<file path="config.mk">
export PLATFORM = sky130hd
export DESIGN_NAME = pwr_activity_counter
export DESIGN_NICKNAME = d
export VERILOG_FILES = /design/src/rtl/pwr_mon_pkg.sv /design/src/rtl/pwr_edge_counter.sv /design/src/rtl/pwr_activity_counter.sv
export SDC_FILE = /design/constraint.sdc
export NUM_CORES = 1
export LEC_CHECK = 0
export ABC_CLOCK_PERIOD_IN_PS = 5850
export BUFFER_PORTS_ARGS = -buffer_cell sky130_fd_sc_hd__clkbuf_2
export CORE_MARGIN = 1.5
export CORE_UTILIZATION = 55
export CTS_CLUSTER_DIAMETER = 200
export CTS_CLUSTER_SIZE = 25
export DETAILED_ROUTE_END_ITERATION = 8
export PLACE_DENSITY_LB_ADDON = 0.1
export SETUP_SLACK_MARGIN = 0.2
export SLEW_MARGIN = 0
export SYNTH_ARGS = -nofsm -noshare
export SYNTH_HDL_FRONTEND = slang
export SYNTH_SLANG_ARGS = --single-unit
</file>
<file path="constraint.sdc">
create_clock -name C -period 5.85 [get_ports C]
set_input_delay 0.585 -clock C [delete_from_list [all_inputs] [get_ports C]]
set_output_delay 0.585 -clock C [all_outputs]
set_load 0.02 [all_outputs]
</file>
<file path="src/rtl/pwr_mon_pkg.sv">
// Shared types and defaults for the switching-activity monitor.
// Holds read FSM states, default sizes and the default counter max.
package pwr_mon_pkg;

    localparam int NCH_DEF = 8;
    localparam int CW_DEF  = 16;
    localparam int IW_DEF  = 3;

    localparam logic [CW_DEF-1:0] CNT_MAX = {CW_DEF{1'b1}};

    typedef enum logic [1:0] {
        IDLE = 2'd0,
        ACK  = 2'd1,
        WAIT = 2'd2
    } rd_state_e;

endpackage

</file>
<file path="src/rtl/pwr_edge_counter.sv">
// One monitored channel: level register, rise detect, counter, overflow.
// Ports: clk, rst_n, ev (level), clr (sync clear),
//        cnt_nxt (post-update count), ovf (sticky overflow).
// PWR_CNT_SAT_EN: saturate at max instead of wrapping.
module pwr_edge_counter #(
    parameter int CW = 16
) (
    input  logic          clk,
    input  logic          rst_n,
    input  logic          ev,
    input  logic          clr,
    output logic [CW-1:0] cnt_nxt,
    output logic          ovf
);

    localparam logic [CW-1:0] MAX = {CW{1'b1}};

    logic          ev_q;
    logic          rise;
    logic          ovf_nxt;
    logic [CW-1:0] cnt;

    assign rise = ev & ~ev_q;

    // cnt_nxt is also the value a same-edge read captures.
    always_comb begin
        cnt_nxt = cnt;
        ovf_nxt = ovf;
        if (clr) begin
            cnt_nxt = '0;
            ovf_nxt = 1'b0;
        end else if (rise) begin
            if (cnt == MAX) begin
                ovf_nxt = 1'b1;
`ifdef PWR_CNT_SAT_EN
                cnt_nxt = MAX;
`else
                cnt_nxt = '0;
`endif
            end else begin
                cnt_nxt = cnt + CW'(1);
            end
        end
    end

    always_ff @(posedge clk or negedge rst_n) begin
        if (!rst_n) begin
            ev_q <= 1'b0;
            cnt  <= '0;
            ovf  <= 1'b0;
        end else begin
            ev_q <= ev;
            cnt  <= cnt_nxt;
            ovf  <= ovf_nxt;
        end
    end

endmodule

</file>
<file path="src/rtl/pwr_activity_counter.sv">
// Per-channel rising-transition counters with a four-phase read port.
// Ports: C, RN (async low), EV[NCH], CLR, RD_REQ, RD_IDX[IW]
//        -> RD_ACK, RD_DATA[CW], RD_ERR, OVF[NCH].
// PWR_CNT_SAT_EN: counters saturate instead of wrapping.
module pwr_activity_counter
    import pwr_mon_pkg::*;
#(
    parameter int NCH = NCH_DEF,
    parameter int CW  = CW_DEF,
    parameter int IW  = IW_DEF
) (
    input  logic           C,
    input  logic           RN,
    input  logic [NCH-1:0] EV,
    input  logic           CLR,
    input  logic           RD_REQ,
    input  logic [IW-1:0]  RD_IDX,
    output logic           RD_ACK,
    output logic [CW-1:0]  RD_DATA,
    output logic           RD_ERR,
    output logic [NCH-1:0] OVF
);

    logic [CW-1:0] cnt_nxt [NCH];
    logic [CW-1:0] sel_data;
    logic          sel_err;
    rd_state_e     state;

    for (genvar i = 0; i < NCH; i++) begin : g_ch
        pwr_edge_counter #(
            .CW(CW)
        ) u_ch (
            .clk    (C),
            .rst_n  (RN),
            .ev     (EV[i]),
            .clr    (CLR),
            .cnt_nxt(cnt_nxt[i]),
            .ovf    (OVF[i])
        );
    end

    // Compare-based mux keeps out-of-range indices from
    // reaching the array and yields zero for them.
    always_comb begin
        sel_data = '0;
        sel_err  = (int'(RD_IDX) >= NCH);
        for (int i = 0; i < NCH; i++) begin
            if (RD_IDX == IW'(i)) begin
                sel_data = cnt_nxt[i];
            end
        end
    end

    always_ff @(posedge C or negedge RN) begin
        if (!RN) begin
            state   <= IDLE;
            RD_ACK  <= 1'b0;
            RD_DATA <= '0;
            RD_ERR  <= 1'b0;
        end else begin
            unique case (state)
                IDLE: begin
                    RD_ACK <= 1'b0;
                    if (RD_REQ) begin
                        RD_DATA <= sel_data;
                        RD_ERR  <= sel_err;
                        state   <= ACK;
                    end
                end
                ACK: begin
                    RD_ACK <= 1'b1;
                    state  <= RD_REQ ? WAIT : IDLE;
                end
                WAIT: begin
                    if (!RD_REQ) begin
                        RD_ACK <= 1'b0;
                        state  <= IDLE;
                    end
                end
                default: begin
                    RD_ACK <= 1'b0;
                    state  <= IDLE;
                end
            endcase
        end
    end

endmodule

</file>
==> metrics.md, run 1 <==
| Metric | Value |
|---|---|
| Outcome | `finished, final reports clean` |
| Worst slew margin | `10.9%` |
| Initial antenna violation count | `0` |
| Vias | `7,708` |
| Startpoint class of the critical path | `register` |
| Die area | `0.0172 mm^2` |
| R2R depth | `8` |
| Clock slew seen by the registers of the worst setup and hold paths | `0.06 ns` |
| Layout Area Growth over Synthesis | `10.1%` |
| Drt wl/cell | `20.6 um` |
| Post-CTS Setup Repair Bufs | `0` |
| Number of library cell types mapped by synthesis | `72` |
| Mapped cell area | `0.00903 mm^2` |
| CP arrival | `3.39 ns` |
| Sequential fraction of the synthesis area | `45.2%` |
| Skew-Pair Late Insertion Delay | `0.43 ns` |
| Max Cap Violations | `0` |
| Routed Antenna Nets | `0` |
| Largest net degree at the start of global routing | `108` |
| RSZ-0062 raised after global routing | `false` |
| Critical path type | `reg2reg` |
| Mapped Nets | `1,016` |
| Min Tclk post-route | `3.08 ns` |
| Fin. Hold Viols | `0` |
| CTS resizes | `0` |
| Rows | `46` |
| Global-route wire length before repair | `41,200 um` |
| Drc violations | `0` |
| Number of global-route vias before repair | `7,433` |
| CTS tree | `built` |
| Initial Util | `56.6%` |
| Setup crit end kind | `register` |
| Non-Filler Instances | `1,238` |
| H-tree depth | `4` |
| Reg2Reg Setup Slack | `2.77 ns` |
| Leakage | `4.06 nW` |
| Number of enable flip-flop cells after synthesis | `0` |
| Gpl congestion | `0.963` |
| Worst-path fanout max | `14` |
| Fin crit share | `52.7%` |
| ANT cells | `0` |
| Critical Path RT | `6.16 ns` |
| Fmax | `0.324 GHz` |
| Synthesis warning total | `0` |
| Share of cells above drive strength 1 | `9.10%` |
| Synthesized flop and latch total | `163` |
| Max Slew Vio Count | `0` |
| Hold slack | `0.282 ns` |
| Top FF cell, synth | `dfrtp_1` |
| Reg-to-reg startpoint | `g_ch[1].u_ch.cnt[0]` |
| Hold WC Path Type | `in2async` |
| Final Skew | `0.00819 ns` |
| I/O Buffers | `39` |
| Clk sinks | `163` |
| CTS Hold Bufs | `0` |
| Die Width | `131 um` |
| NumNets Final | `1,032` |
| Tot Pwr | `2.69 mW` |
| Number of buffers created by CTS | `17` |
| Vias per cell | `6.23` |
| Ratio of total power to cell area | `270 mW/mm^2` |
| Max Root-Sink Buffers | `2` |
| Drt pass-1 iters | `6` |
| Initial DRC count | `973` |
| Post-Route WL | `25,500 um` |
| Die height | `131 um` |
| TNS Setup | `0 ns` |
| Detail Placement HPWL | `18,600 um` |
| Clk Tree Root Cell | `clkbuf_16` |
| DP Cell Count | `1,206` |
| CORE AREA | `0.0159 mm^2` |
| Asr flop ratio synth | `100%` |
| Synthesized netlist cell count | `993` |
| Final setup violation count | `0` |
| Overflow after GRT | `0` |
| IR drop worst, VDD | `0.236 mV` |
| Placed inst area | `0.00932 mm^2` |
| Post-Syn Area per Cell | `9.09 um^2` |
| Total track usage | `30.7%` |
| Finished Cell Area | `0.00994 mm^2` |
| R2r endpoint | `RD_DATA[3]` |
| Layout fillers | `1,384` |
| # IOs | `41` |
| Tightest Pin Transition | `1.33 ns` |
==> sequential cells by signal (all words and copies together), names as in the netlist <==
name	count
g_ch.u_ch.cnt	128
RD_ACK	1
g_ch.u_ch.ovf	8
g_ch.u_ch.ev_q	8
RD_DATA	16
state	2
==> cells in the mapped netlist, types with 6 or more instances <==
library cell	number	area [um^2]
nor2b_1	10	62.6
nand3b_1	12	90.1
and2_1	7	43.8
nand4b_1	8	70.1
buf_4	9	67.6
nand2b_1	10	62.6
dfrtp_1	163	4080
o31ai_1	12	90.1
nor4_1	11	68.8
nor2_1	162	608
nand4_1	38	238
a31oi_1	9	56.3
xnor2_1	40	350
o21ai_0	35	175
ha_1	8	100
buf_1	8	30.0
or3_1	12	75.1
a21o_1	8	60.1
and4_1	10	87.6
inv_1	17	63.8
xor2_1	58	508
or2_2	6	37.5
and3_1	12	75.1
a211oi_1	7	52.6
nand2_1	79	297
nor3_1	33	165
nand3_1	37	185
clkbuf_1	23	86.3
or4_1	7	52.6
o22ai_1	12	75.1
a21oi_1	37	185
==> routing by layer <==
layer | wire (um) | vias to the layer above | global-route usage [%]
met3 | 2160 | 47 | 7.83
met2 | 11000 | 325 | 44.2
met5 | 0 | - | 0
li1 | - | 3623 | -
met1 | 11800 | 3713 | 45.4
met4 | 533 | 0 | 9.43
==> per-stage QoR <==
stage	setup slack, ns	utilization, %
detailed placement	2.70	58.4
finish	2.77	62.4
floorplan	3.51	-
global route	2.50	62.4
global placement	2.73	58.4
CTS	2.81	62.4
==> report_power, final <==
part	switching, mW	leakage, nW	internal [mW]
combinational	0.198	1.53	0.0847
sequential	0.0458	2.23	1.17
clock	0.461	0.304	0.725
total	0.705	4.06	1.98
==> area by class of cell <==
class,count,area [um^2],area share [%]
multi-input cells,767,4680,47.0
flip-flops and latches,163,4080,41.0
clock buffers,19,443,4.46
well taps,216,270,2.72
repair buffers,42,224,2.25
clock inverters,13,181,1.83
inverters,18,67.6,0.680
==> critical path, stage by stage, from the launching register on <==
cell,delay [ns]
dfrtp_1,0.39
ha_1,0.20
nand4b_1,0.16
nor4_1,0.76
a21o_1,0.51
nor2_1,0.15
mux2i_1,0.32
o21ai_0,0.13
a221o_1,0.34
==> placed cells by master (no fill, tap or decap), types with 5 or more instances in the layout <==
master and n:
clkbuf_16 17, nand3b_1 12, nand2b_1 10, o221ai_1 5, nand3_1 37, nand2_1 79
o31ai_1 12, o21ai_0 35, inv_1 17, and3_1 12, mux2i_1 5, and4_1 10
clkbuf_2 38, nand4_1 38, a211oi_1 7, and4b_1 5, or3_1 12, nor2b_1 10
nor4_1 11, xnor2_1 40, nand4b_1 8, nor3_1 33, o21a_1 5, a21oi_1 37
or2_2 6, or4_1 7, nor2_1 162, ha_1 8, a31oi_1 9, o22ai_1 12
a221oi_1 5, xor2_1 58, a21o_1 8, dfrtp_1 163, and2_1 7
==> logic make-up after synthesis <==
logic type	synth area share [%]
buffers and inverters	3.06
xor gates and xnor gates	9.50
other	0.0415
and+or+nand+nor	26.3
AOI/OAI and AO/OA	14.0
DFF	45.2
muxes	0.804
adders and majority gates	1.11
==> worst max path at each step <==
| stage | start | endpoint |
|---|---|---|
| global route | g_ch[1].u_ch.cnt[0] | RD_DATA[3] |
| floorplan | EV[1] | RD_DATA[8] |
| finish | g_ch[1].u_ch.cnt[0] | RD_DATA[3] |
| detailed placement | CLR | RD_DATA[15] |
| CTS | g_ch[1].u_ch.cnt[0] | RD_DATA[3] |
| global placement | EV[1] | RD_DATA[3] |
Note: power is estimated with default switching activity, not from simulation.
==> run 2: changes to the inputs <==
--- a/config.mk
+++ b/config.mk
@@ -5,7 +5,7 @@
 export SDC_FILE = /design/constraint.sdc
 export NUM_CORES = 1
 export LEC_CHECK = 0
-export ABC_CLOCK_PERIOD_IN_PS = 5850
+export ABC_CLOCK_PERIOD_IN_PS = 2500
 export BUFFER_PORTS_ARGS = -buffer_cell sky130_fd_sc_hd__clkbuf_2
 export CORE_MARGIN = 1.5
 export CORE_UTILIZATION = 55
==> constraint.sdc (replaced) <==
create_clock -name C -period 2.5 [get_ports C]
set_input_delay 0.25 -clock C [delete_from_list [all_inputs] [get_ports C]]
set_output_delay 0.25 -clock C [all_outputs]
set_load 0.02 [all_outputs]
==> run 2 against run 1 <==
  * Total power grew 130%
  * Register-to-register slack lost 2.6 ns
  * Combinational power grew to 2.7 times the previous value
  * Clock power grew 110%
  * Hold slack lost 0.24 ns
  * Critical path type unchanged
  * Largest cell class unchanged
  * Largest power group unchanged
==> metrics.md, run 2 (synthesis results as in run 1) <==
| Metric | Value |
|---|---|
| Post-Route WL | `27,100 um` |
| Detail Placement HPWL | `19,500 um` |
| Hold slack | `0.0472 ns` |
| Fin. Hold Viols | `0` |
| CTS tree | `built` |
| Max FFs per register | `128` |
| Vias per cell | `6.27` |
| Ratio of total power to cell area | `560 mW/mm^2` |
| Vias | `8,360` |
| Initial antenna violation count | `0` |
| Most common cell after layout, fill and taps aside | `dfrtp_1` |
| Final core occ | `68.8%` |
| Skew-Pair Late Insertion Delay | `0.43 ns` |
| Fmax | `0.424 GHz` |
| Share of cells above drive strength 1 | `20.9%` |
| CP arrival | `2.70 ns` |
| Clk Tree Root Cell | `clkbuf_16` |
| Critical Path RT | `2.84 ns` |
| Layout Area Growth over Synthesis | `21.4%` |
| Final Skew | `0.0132 ns` |
| Largest net degree at the start of global routing | `74` |
| Die area | `0.0172 mm^2` |
| Commonest cells after routing, fill and taps aside | `159 x dfrtp_1, 158 x nor2_1, 88 x buf_4` |
| Gpl congestion | `1.02` |
| Max Slew Vio Count | `0` |
| Top flop regs | `g_ch.u_ch.cnt (128), RD_DATA (16)` |
| Fin crit share | `94.4%` |
| Routed Antenna Nets | `0` |
| Tightest Pin Transition | `0.773 ns` |
| Max Root-Sink Buffers | `2` |
| Die Width | `131 um` |
| # IOs | `41` |
| Number of buffers created by CTS | `17` |
| Worst slew margin | `47.1%` |
| Setup crit end kind | `register` |
| Min Tclk post-route | `2.36 ns` |
| Number of global-route vias before repair | `7,713` |
| Initial DRC count | `897` |
| I/O Buffers | `39` |
| CORE AREA | `0.0159 mm^2` |
| Max Cap Violations | `0` |
| NumNets Final | `1,128` |
| Critical path type | `reg2reg` |
| Drt pass-1 iters | `6` |
| RSZ-0062 raised after global routing | `true` |
| IR drop worst, VDD | `0.502 mV` |
| H-tree depth | `4` |
| Outcome | `finished, final reports clean` |
| Reg with most FFs | `g_ch.u_ch.cnt` |
| Hold WC Path Type | `in2reg` |
| Initial Util | `56.6%` |
| Drt wl/cell | `20.3 um` |
| Finished Cell Area | `0.0110 mm^2` |
| Drc violations | `0` |
| Global-route wire length before repair | `42,200 um` |
| Total track usage | `31.4%` |
| Startpoint class of the critical path | `register` |
| Placed inst area | `0.00975 mm^2` |
| Leakage | `4.58 nW` |
| ANT cells | `0` |
| Worst-path fanout max | `4` |
| Final setup violation count | `0` |
| Die height | `131 um` |
| Clk sinks | `163` |
| Rows | `46` |
| Overflow after GRT | `0` |
| Clock slew seen by the registers of the worst setup and hold paths | `0.07 ns` |
run 2: cell types whose count changed in the layout (fill, tap and decap cells not counted), sizes merged:
| cell | previous run | this run |
|---|---|---|
| buf | 4 | 91 |
| bufinv | 4 | 0 |
| clkbuf | 57 | 55 |
| clkinv | 6 | 2 |
| clkinvlp | 2 | 4 |
| dlygate4sd3 | 0 | 9 |
| inv | 19 | 27 |
run 2: path summary, 6_finish.rpt:
path | slack (ns) | depth (start not counted) | endpoint | from
min in group asynchronous | 0.40 | 2 | g_ch[0].u_ch.cnt[5] | RN
max | 0.14 | 8 | RD_DATA[7] | g_ch[2].u_ch.ev_q
max reg2reg | 0.14 | 8 | RD_DATA[7] | g_ch[2].u_ch.ev_q
min reg2reg | 0.50 | 2 | RD_DATA[5] | RD_DATA[5]
min | 0.05 | 2 | state[1] | RD_REQ
max in group asynchronous | 1.32 | 3 | g_ch[6].u_ch.cnt[12] | RN
run 2: power breakdown:
| part | internal [mW] | switching, mW | total, mW |
|---|---|---|---|
| registers | 2.74 | 0.0993 | 2.84 |
| clock network | 1.32 | 1.22 | 2.54 |
| logic | 0.267 | 0.505 | 0.772 |
| total | 4.32 | 1.82 | 6.15 |
run 2: final cells by class:
type | instances | area [um^2]
Multi-Input combinational cell | 767 | 4990
Clock inverter | 15 | 135
Inverter | 18 | 67.6
Clock buffer | 17 | 425
Timing Repair Buffer | 138 | 992
Sequential cell | 163 | 4080
Fill cell | 1299 | 4980
Tap cell | 216 | 270
run 2: metal layers:
layer  track usage (%)  share of wire, %
met5                 0                 0
met4              10.3               2.9
met3              6.60               8.7
met2              46.8                45
met1              45.9                44
run 2: timing repair:
item / in CTS / in global routing
pin swaps: 11 / 28
resized for setup: 21 / 57
endpoints found under the setup margin: 12 / 14
hold buffers: 9 / 0
hold endpoints to repair: 76 / 0
setup buffers: 8 / 25
run 2: critical path, stage by stage, from the launching register on:
cell      delay [ns]
dfrtp_1         0.40
nand4b_1        0.26
buf_4           0.20
or4_4           0.42
a221oi_4        0.32
o21ai_1         0.10
o211ai_1        0.18
a221oi_2        0.11
o31ai_1         0.27
run 2: metrics by stage:
step	total power, mW	worst slack (ns)	TNS, ns	std cells
after floorplan	3.25	0.203	0	993
after global placement	3.60	-0.0422	-0.0422	1260
after detailed placement	3.61	-0.0502	-0.0502	1260
after CTS	6.13	0.141	0	1309
after global routing	6.34	0.0647	0	1334
final	6.15	0.141	0	1334
